**src/rtl/bird_pkg.sv**
```systemverilog
// Shared encodings for the bird control FSM and its datapath: control states,
// direction latch values, colours, screen bounds and plot port widths.
package bird_pkg;

    localparam logic [3:0] B_START   = 4'd0;
    localparam logic [3:0] B_RAISING = 4'd1;
    localparam logic [3:0] B_FALLING = 4'd2;
    localparam logic [3:0] B_STOP    = 4'd3;
    localparam logic [3:0] B_DRAW    = 4'd4;

    typedef enum logic [1:0] {
        DIR_HOLD = 2'd0,
        DIR_UP   = 2'd1,
        DIR_DOWN = 2'd2
    } dir_t;

    localparam int unsigned COLOUR_W = 3;
    localparam logic [COLOUR_W-1:0] COL_BIRD = 3'b110;
    localparam logic [COLOUR_W-1:0] COL_BG   = 3'b000;

    localparam int unsigned SCREEN_TOP    = 0;
    localparam int unsigned SCREEN_BOTTOM = 116;

    localparam int unsigned X_W = 8;
    localparam int unsigned Y_W = 7;

endpackage

```
**src/rtl/sprite_scan.sv**
```systemverilog
// SIZE x SIZE row-major cell counter; exposes next-cycle row/col so the
// owner can register plot coordinates in step with the scan.
module sprite_scan #(
    parameter int unsigned SIZE = 4
) (
    input  logic                      clk,
    input  logic                      reset,
    input  logic                      start,
    output logic [$clog2(SIZE)-1:0]   row_nx_c,
    output logic [$clog2(SIZE)-1:0]   col_nx_c,
    output logic                      done_c
);

    localparam int unsigned SW = $clog2(SIZE);
    localparam int unsigned CW = 2 * SW;
    localparam logic [CW-1:0] LAST = CW'(SIZE * SIZE - 1);

    logic [CW-1:0] cnt, cnt_nx;
    logic          active, active_nx;

    assign done_c = active && (cnt == LAST);

    always_comb begin
        cnt_nx    = cnt;
        active_nx = active;
        if (start) begin
            cnt_nx    = '0;
            active_nx = 1'b1;
        end else if (active) begin
            if (done_c) begin
                active_nx = 1'b0;
            end else begin
                cnt_nx = cnt + CW'(1);
            end
        end
    end

    assign row_nx_c = cnt_nx[CW-1:SW];
    assign col_nx_c = cnt_nx[SW-1:0];

    always_ff @(posedge clk) begin
        if (reset) begin
            cnt    <= '0;
            active <= 1'b0;
        end else begin
            cnt    <= cnt_nx;
            active <= active_nx;
        end
    end

endmodule

```
**src/rtl/bird_datapath.sv**
```systemverilog
// Bird vertical-position datapath: erase/move/redraw of the sprite per frame tick.
// Define BIRD_GRAVITY_EN for an accelerating fall (step grows by 1 per move, max 4).
module bird_datapath
    import bird_pkg::*;
#(
    parameter int unsigned X_POS      = 20,
    parameter int unsigned START_Y    = 60,
    parameter int unsigned SIZE       = 4,
    parameter int unsigned STEP       = 1,
    parameter int unsigned RISE_LIMIT = 12,
    parameter int unsigned TOP_Y      = SCREEN_TOP,
    parameter int unsigned BOTTOM_Y   = SCREEN_BOTTOM,
    parameter logic [COLOUR_W-1:0] BIRD_COLOUR = COL_BIRD,
    parameter logic [COLOUR_W-1:0] BG_COLOUR   = COL_BG
) (
    input  logic                clk,
    input  logic                reset,
    input  logic [3:0]          state,
    input  logic                frame_tick,
    output logic [X_W-1:0]      x,
    output logic [Y_W-1:0]      y,
    output logic [COLOUR_W-1:0] colour,
    output logic                plot,
    output logic                flag,
    output logic                hit_floor,
    output logic                busy,
    output logic [Y_W-1:0]      bird_y
);

    localparam int unsigned SW = $clog2(SIZE);
    localparam int unsigned RW = Y_W + 1;

    localparam logic [1:0] S_IDLE     = 2'd0;
    localparam logic [1:0] S_ERASE    = 2'd1;
    localparam logic [1:0] S_UPDATE   = 2'd2;
    localparam logic [1:0] S_DRAW_SPR = 2'd3;

    logic [1:0]          fsm, fsm_nx;
    dir_t                dir, dir_nx;
    logic                repos, repos_nx;
    logic                pending, pending_nx;
    logic [Y_W-1:0]      rise_cnt, rise_nx;
    logic                flag_nx;
    logic [Y_W-1:0]      bird_y_nx;
    logic                tick_ok;
    logic                repos_req;

    logic                plot_nx, busy_nx;
    logic [X_W-1:0]      x_nx;
    logic [Y_W-1:0]      y_nx;
    logic [COLOUR_W-1:0] colour_nx;

    logic                scan_start, scan_done_c;
    logic [SW-1:0]       scan_row_c, scan_col_c;

    logic [Y_W-1:0]      up_y, moved, dn_y;
    logic [RW-1:0]       rise_sum, dn_sum;
    logic [2:0]          down_step;

    // Clamped move arithmetic, one bit wider so nothing wraps at row 0 or 127
    assign up_y     = ({1'b0, bird_y} < RW'(TOP_Y + STEP)) ? Y_W'(TOP_Y)
                                                          : bird_y - Y_W'(STEP);
    assign moved    = bird_y - up_y;
    assign rise_sum = {1'b0, rise_cnt} + {1'b0, moved};
    assign dn_sum   = {1'b0, bird_y} + RW'(down_step);
    assign dn_y     = (dn_sum > RW'(BOTTOM_Y)) ? Y_W'(BOTTOM_Y) : dn_sum[Y_W-1:0];

    assign repos_req = repos || (state == B_START);
    assign hit_floor = (bird_y == Y_W'(BOTTOM_Y));

`ifdef BIRD_GRAVITY_EN
    localparam logic [2:0] GRAV_MAX = 3'd4;
    logic [2:0] grav_step;

    always_ff @(posedge clk) begin
        if (reset) begin
            grav_step <= 3'(STEP);
        end else if (state == B_RAISING || state == B_START) begin
            grav_step <= 3'(STEP);
        end else if (fsm == S_UPDATE && !repos && dir == DIR_DOWN && grav_step < GRAV_MAX) begin
            grav_step <= grav_step + 3'd1;
        end
    end

    assign down_step = grav_step;
`else
    assign down_step = 3'(STEP);
`endif

    // Sequencer, direction latch and position update
    always_comb begin
        fsm_nx     = fsm;
        pending_nx = pending;
        dir_nx     = dir;
        repos_nx   = repos;
        rise_nx    = rise_cnt;
        flag_nx    = flag;
        bird_y_nx  = bird_y;
        scan_start = 1'b0;
        tick_ok    = 1'b0;

        if (fsm == S_UPDATE) begin
            repos_nx = 1'b0;
            if (repos) begin
                bird_y_nx = Y_W'(START_Y);
            end else if (dir == DIR_UP) begin
                bird_y_nx = up_y;
                rise_nx   = rise_sum[Y_W] ? '1 : rise_sum[Y_W-1:0];
                if (rise_sum >= RW'(RISE_LIMIT) || up_y == Y_W'(TOP_Y)) begin
                    flag_nx = 1'b1;
                end
            end else if (dir == DIR_DOWN) begin
                bird_y_nx = dn_y;
            end
        end

        // Clears from the control state take priority over the update above
        case (state)
            B_RAISING: dir_nx = DIR_UP;
            B_FALLING: begin
                dir_nx  = DIR_DOWN;
                rise_nx = '0;
                flag_nx = 1'b0;
            end
            B_STOP:    dir_nx = DIR_HOLD;
            B_START: begin
                dir_nx   = DIR_HOLD;
                rise_nx  = '0;
                flag_nx  = 1'b0;
                repos_nx = 1'b1;
            end
            B_DRAW:    ;
            default:   ;
        endcase

        tick_ok = frame_tick && (state != B_STOP) && (dir_nx != DIR_HOLD || repos_req);

        case (fsm)
            S_IDLE: begin
                if (pending || tick_ok) begin
                    fsm_nx     = S_ERASE;
                    scan_start = 1'b1;
                    pending_nx = 1'b0;
                end
            end
            S_ERASE: begin
                if (scan_done_c) fsm_nx = S_UPDATE;
            end
            S_UPDATE: begin
                fsm_nx     = S_DRAW_SPR;
                scan_start = 1'b1;
            end
            default: begin
                if (scan_done_c) fsm_nx = S_IDLE;
            end
        endcase

        if (fsm != S_IDLE && tick_ok) pending_nx = 1'b1;
    end

    sprite_scan #(.SIZE(SIZE)) u_scan (
        .clk      (clk),
        .reset    (reset),
        .start    (scan_start),
        .row_nx_c (scan_row_c),
        .col_nx_c (scan_col_c),
        .done_c   (scan_done_c)
    );

    // Plot port values for the cycle the sequencer is about to enter
    always_comb begin
        plot_nx   = (fsm_nx == S_ERASE) || (fsm_nx == S_DRAW_SPR);
        busy_nx   = (fsm_nx != S_IDLE);
        colour_nx = (fsm_nx == S_DRAW_SPR) ? BIRD_COLOUR : BG_COLOUR;
        x_nx      = x;
        y_nx      = y;
        if (plot_nx) begin
            x_nx = X_W'(X_POS) + X_W'(scan_col_c);
            y_nx = bird_y_nx + Y_W'(scan_row_c);
        end
    end

    always_ff @(posedge clk) begin
        if (reset) begin
            fsm      <= S_IDLE;
            dir      <= DIR_HOLD;
            repos    <= 1'b0;
            pending  <= 1'b0;
            rise_cnt <= '0;
            flag     <= 1'b0;
            bird_y   <= Y_W'(START_Y);
            plot     <= 1'b0;
            busy     <= 1'b0;
            x        <= '0;
            y        <= '0;
            colour   <= BG_COLOUR;
        end else begin
            fsm      <= fsm_nx;
            dir      <= dir_nx;
            repos    <= repos_nx;
            pending  <= pending_nx;
            rise_cnt <= rise_nx;
            flag     <= flag_nx;
            bird_y   <= bird_y_nx;
            plot     <= plot_nx;
            busy     <= busy_nx;
            x        <= x_nx;
            y        <= y_nx;
            colour   <= colour_nx;
        end
    end

endmodule

```
**config.mk**
```make
export PLATFORM = sky130hd
export DESIGN_NAME = bird_datapath
export DESIGN_NICKNAME = d
export VERILOG_FILES = /design/src/rtl/bird_pkg.sv /design/src/rtl/sprite_scan.sv /design/src/rtl/bird_datapath.sv
export SDC_FILE = /design/constraint.sdc
export NUM_CORES = 1
export LEC_CHECK = 0
export CORE_MARGIN = 2
export CORE_UTILIZATION = 54
export DETAILED_ROUTE_END_ITERATION = 12
export GPL_TIMING_DRIVEN = 0
export PLACE_DENSITY_LB_ADDON = 0.15
export SYNTH_ARGS = -nofsm -noshare
export SYNTH_HDL_FRONTEND = slang
export SYNTH_SLANG_ARGS = --single-unit
```
**constraint.sdc**
```tcl
create_clock -name clk -period 5.4 [get_ports clk]
set_clock_uncertainty 0.1 [all_clocks]
set_input_delay 0.81 -clock clk [delete_from_list [all_inputs] [get_ports clk]]
set_output_delay 0.81 -clock clk [all_outputs]
set_load 0.01 [all_outputs]
```
After elaboration in Yosys (flattened, before gate mapping)
Index checks and enable logic that the tools add are counted.
Storage, ports and cells
  flip-flop bits (word level): 46
  input port bits: 7
  output and inout bits: 29
Operators by class
  add/subtract/negate cells: 7
  order comparisons: 3
  equal/unequal tests: 12
  mux-type cells: 26
  bitwise operators: 1
  reduce and logical (&&, ||, !) cells: 23
Operator list (number)
  $mux 7: 7
  $mux 4: 3
  $pmux 2 s3: 2
  $reduce_bool 2->1: 6
  $mux 1: 9
  $add 7x1->8 const B: 1
  $add 7x7->8: 1
  $eq 4x2->1 const B: 2
  $ge 8x4->1 const B: 1
  $gt 8x7->1 const B: 1
  $add 7x2->7: 1
  $eq 7x7->1 const B: 1
  $logic_not 7->1: 1
  $lt 7x1->1 const B: 1
  $sub 7x1->7 const B: 1
  $sub 7x7->7: 1
  $add 5x2->6 const A: 1
  $eq 2x1->1 const B: 3
  $eq 2x2->1 const B: 3
  $mux 2: 3
  $logic_or 1x1->1: 5
  $add 4x1->4 const B: 1
  $eq 4x1->1 const B: 1
  $eq 4x4->1 const B: 1
  12 further kinds: 15

Longest topological paths before layout
  word-level depth: 11
  gate-level depth with buffers: 15
  depth with buffers taken out: 14

Cells and area by module
Synthesis repeated with hierarchy kept, for this count alone.
Second synthesis, totals
  cell total of the unflattened synthesis: 339
  area total of the unflattened synthesis: 2786.4 um^2
By module, submodules not included
  bird_datapath: instances 1, cells each 308, area an instance 2527.4 um^2, seq. area each 660.6 um^2
  sprite_scan: instances 1, cells each 31, area an instance 259.0 um^2, seq. area each 100.1 um^2

Least setup slack after synthesis
Ideal clock, no wire load.
  path type: reg-to-reg
  start point: reg bird_y[0]
  end point: reg flag
  setup time: 0.140 ns
  arrival: 3.502 ns
  path slack: 1.658 ns
  stages on the path, launching flop included: 16
  path buffers: 2
  period minus slack after synthesis: 3.742 ns
  path through: dfxtp_1 -> buf_6 -> inv_1 -> ha_1 -> clkbuf_1 -> or3b_2 -> nor2_1 -> nor2_1 -> a2bb2oi_1 -> a21oi_1 -> xnor2_1 -> ha_1 -> nand2_1 -> or4b_2 -> a211oi_1 -> a41oi_1
Between the ends
  cells in the longest elaborated chain, start to end: 7
RTL lines
  start, declared: line bird_datapath.sv:27  | output logic [Y_W-1:0] bird_y
  start signal, assigned: line bird_datapath.sv:191  | bird_y <= Y_W'(START_Y);
  start signal, assigned: line bird_datapath.sv:204  | bird_y <= bird_y_nx;
  $sub 7x1->7 / $lt 7x1->1 (equally long branches): line bird_datapath.sv:62, bird_datapath.sv:61
  $mux 7: line bird_datapath.sv:61  | assign up_y = ({1'b0, bird_y} < RW'(TOP_Y + STEP)) ? Y_W'(TOP_Y)
  $sub 7x7->7: line bird_datapath.sv:63  | assign moved = bird_y - up_y;
  $add 7x7->8: line bird_datapath.sv:64  | assign rise_sum = {1'b0, rise_cnt} + {1'b0, moved};
  $ge 8x4->1: line bird_datapath.sv:109  | if (rise_sum >= RW'(RISE_LIMIT) || up_y == Y_W'(TOP_Y)) begin
  $logic_or 1x1->1 (*): line bird_datapath.sv:109
  $reduce_and 4->1 (no line) (*)
  end signal, assigned: line bird_datapath.sv:203  | flag <= flag_nx;
  end, declared: line bird_datapath.sv:24  | output logic flag,
Mark *: on every way between the ends. The rest lies on a longest branch, timed or not.
A chain may end at the register's enable or synchronous reset.

Final worst setup path
Same ends and word-level chain as after synthesis.

==> run_results.csv <==
group,metric,value,unit
run_status,status,"complete, no violations",
drt,dr.pass1.iters,4,
cts,cts_buffer_depth,2,
setup_path,r2r-start,"bird_y[0]$_SDFF_PP0_",
setup_path,cp.required,5.46,ns
cells_and_area,final_net_count,414,
cts,clock_latency,0.30,ns
floorplanning,chipWidth,76.56,um
synthesis,ys_warn_count,0,
drt,drc,0,
setup_path,worstSetupStartpointType,"register",
synthesis,syn_area,2843,um2
global_route,antenna_found_initial,0,
placement,place_congestion,0.9386,
drt,antenna_left,0,
global_route,grt_max_degree,12,
synthesis,async_reset_ff_share,0,%
synthesis,synth_area_per_cell,8.216,um2
timing,setup_viol,0,
floorplanning,io_pins,36,
setup_path,crit_path_start,"bird_y[0]$_SDFF_PP0_",
floorplanning,fp.dieH,76.56,um
timing,slew_violations,0,
cts,root_buffer,"clkbuf_8",
synthesis,synth.area.top_cells,"dfxtp_1 (27%), ha_1 (7.0%), nor2_1 (5.8%), a21oi_1 (3.2%), nand2_1 (2.8%)",
cts,cts_hold_buf,0,
cells_and_area,area_growth,18.40,%
timing,slew_headroom,42.71,%
synthesis,synth.top_cell.area_share,26.76,%
power,max-vdd-ir-drop,0.1699,mV
drt,vias_per_cell,5.965,
min_path,hold_path_end,"y[2]$_SDFFE_PP0P_",
timing,fin_crit,4.250,ns
placement,dp_hpwl,5445,um
synthesis,synth-edff-count,0,
timing,tightest_slew,0.8553,ns
cells_and_area,final_util,65.90,%
power,power_density,186.2,nW/um2
floorplanning,core,5107,um2
global_route,grt_pass1_wl,12370,um
setup_path,end_kind,"register",
synthesis,ys_seq_area_share,26.76,%
synthesis,synth_most_common_cell,"nor2_1",
drt,wl_per_cell,15.85,um
min_path,min_path_cells,2,
drt,first_iter_violations,209,
timing,rsz0062_at_grt,"no",
synthesis,synth_ff_type,"dfxtp_1",
cts,cts_buffers,5,
cts,cts.sinks,38,
setup_path,rr_worst_depth,13,
timing,max_freq,0.2353,GHz
synthesis,synthCells,346,
cts,clkTransAtPathRegs,0.07,ns
placement,port_buffers,30,
synthesis,yosysUniqueCellTypes,80,
cts,tritoncts,"built",
global_route,grt.overflow.total,0,
setup_path,crit_path_max_fanout,10,
cts,cts-htree-levels,2,
setup_path,reg2reg_slack,1.15,ns
timing,min_period_over_period,78.70,%
min_path,holdCritStartpoint,"y[2]$_SDFFE_PP0P_",
min_path,hold_class,"register to register",
cts,cts_resized,0,
setup_path,r2r-end,"flag$_SDFFE_PP0P_",
drt,via_count,2738,
floorplanning,start_util,55.66,%
global_route,grt_usage,25.79,%
setup_path,worstPathArrival,4.31,ns
synthesis,yosys.area.top_type,"dfxtp_1",
synthesis,synthTopCellsByCount,"nor2_1 (44), dfxtp_1 (38), nand2_1 (21)",
cts,cts_setup_buffers,0,
floorplanning,dieArea,5861,um2
timing,finalSetupTns,0,ns
run,max-cap-violations,0,
global_route,first_global_vias,2678,
cells_and_area,diodes,0,
cells_and_area,fillCellCount,456,
synthesis,synth_seq_cells,38,
timing,finalHoldViolations,0,
drt,finalWirelength,7274,um
power,power_leakage,1.331,nW
cells_and_area,drive_above_1_share,14.65,%
floorplanning,rows,26,
setup_path,crit_type,"register to register",
power breakdown:
group	internal [mW]	leakage (nW)	switching [mW]
combinational	0.0378	0.965	0.0405
sequential	0.291	0.309	0.00748
clock	0.148	0.0573	0.103
total	0.476	1.33	0.151
worst max-delay path: stages (launching register included):
cell and delay [ns]:
dfxtp_1 0.36, buf_6 0.16, inv_1 0.19, ha_1 0.18
clkbuf_1 0.29, or3b_2 0.54, nor2_1 0.26, o22ai_1 0.16
mux2_2 0.29, ha_1 0.32, nor2b_1 0.16, or4b_2 0.60
a211oi_1 0.34, a41oi_1 0.16
through the flow:
| stage | total power, mW | instance area [um2] | setup slack, ns | cells | hold slack [ns] |
|---|---|---|---|---|---|
| floorplan | 0.3483 | 2865 | 1.658 | 352 | 0.3761 |
| global placement | 0.3813 | 3253 | 1.098 | 452 | 0.3431 |
| detailed placement | 0.3824 | 3253 | 1.062 | 452 | 0.3471 |
| CTS | 0.6313 | 3366 | 1.164 | 459 | 0.3622 |
| global route | 0.6517 | 3366 | 0.7938 | 459 | 0.3820 |
| finish | 0.6268 | 3366 | 1.150 | 459 | 0.3588 |
cell type report:
| type | instances | area, um2 | area share (%) |
|---|---|---|---|
| multi-input combinational | 276 | 1889 | 56.13 |
| sequential | 38 | 760.7 | 22.60 |
| timing repair buffer | 30 | 300.3 | 8.922 |
| buffer | 25 | 166.4 | 4.944 |
| tap | 70 | 87.58 | 2.602 |
| clock buffer | 6 | 82.58 | 2.454 |
| inverter | 13 | 48.80 | 1.450 |
| clock inverter | 1 | 30.03 | 0.8922 |
registers in the layout (all words and copies together), names as in the netlist:
signal         count
u_scan.active      1
flag               1
fsm                2
x                  3
pending            1
busy               1
u_scan.cnt         4
colour             1
dir                2
y                  7
repos              1
bird_y             7
rise_cnt           7
cell families after synthesis:
| kind of cell | share of synthesized area, % |
|---|---|
| AND/OR/NAND/NOR | 26.72 |
| multiplexers | 1.144 |
| buffers and inverters | 7.570 |
| other | 0.1319 |
| AO/OA/AOI/OAI | 25.49 |
| flip-flops | 26.76 |
| XOR/XNOR | 3.389 |
| adder cells (fa/ha/maj) | 8.803 |
cells in the final DEF, fill, tap and decap left out, types with 9 or more instances in the layout:
cell and count:
dfxtp_1 38, nor3_1 11, buf_4 9, clkdlybuf4s50_1 30, ha_1 16, nor2b_1 9
nand3_1 11, a21oi_1 18, nand2_1 21, inv_1 13, o21ai_0 13, nor2_1 44
how the worst max path moves through the flow:
stage                               endpoint  slack (ns)  depth (start not counted)
floorplan                  flag$_SDFFE_PP0P_        1.66                         15
global placement           y[6]$_SDFFE_PP0P_        1.10                         14
detailed placement         y[6]$_SDFFE_PP0P_        1.06                         14
CTS                        flag$_SDFFE_PP0P_        1.16                         13
global route        rise_cnt[5]$_SDFFE_PP0P_        0.79                         15
finish                     flag$_SDFFE_PP0P_        1.15                         13
metal layers:
layer / vias to the layer above / wire, um / GRT usage [%]
met1: 1288 / 3214 / 32.65
li1: 1339 / - / -
met4: 0 / 176 / 8.727
met2: 91 / 3521 / 44.34
met5: - / 0 / 0
met3: 20 / 361 / 4.384
No activity file was read; power rests on OpenSTA's default activity.
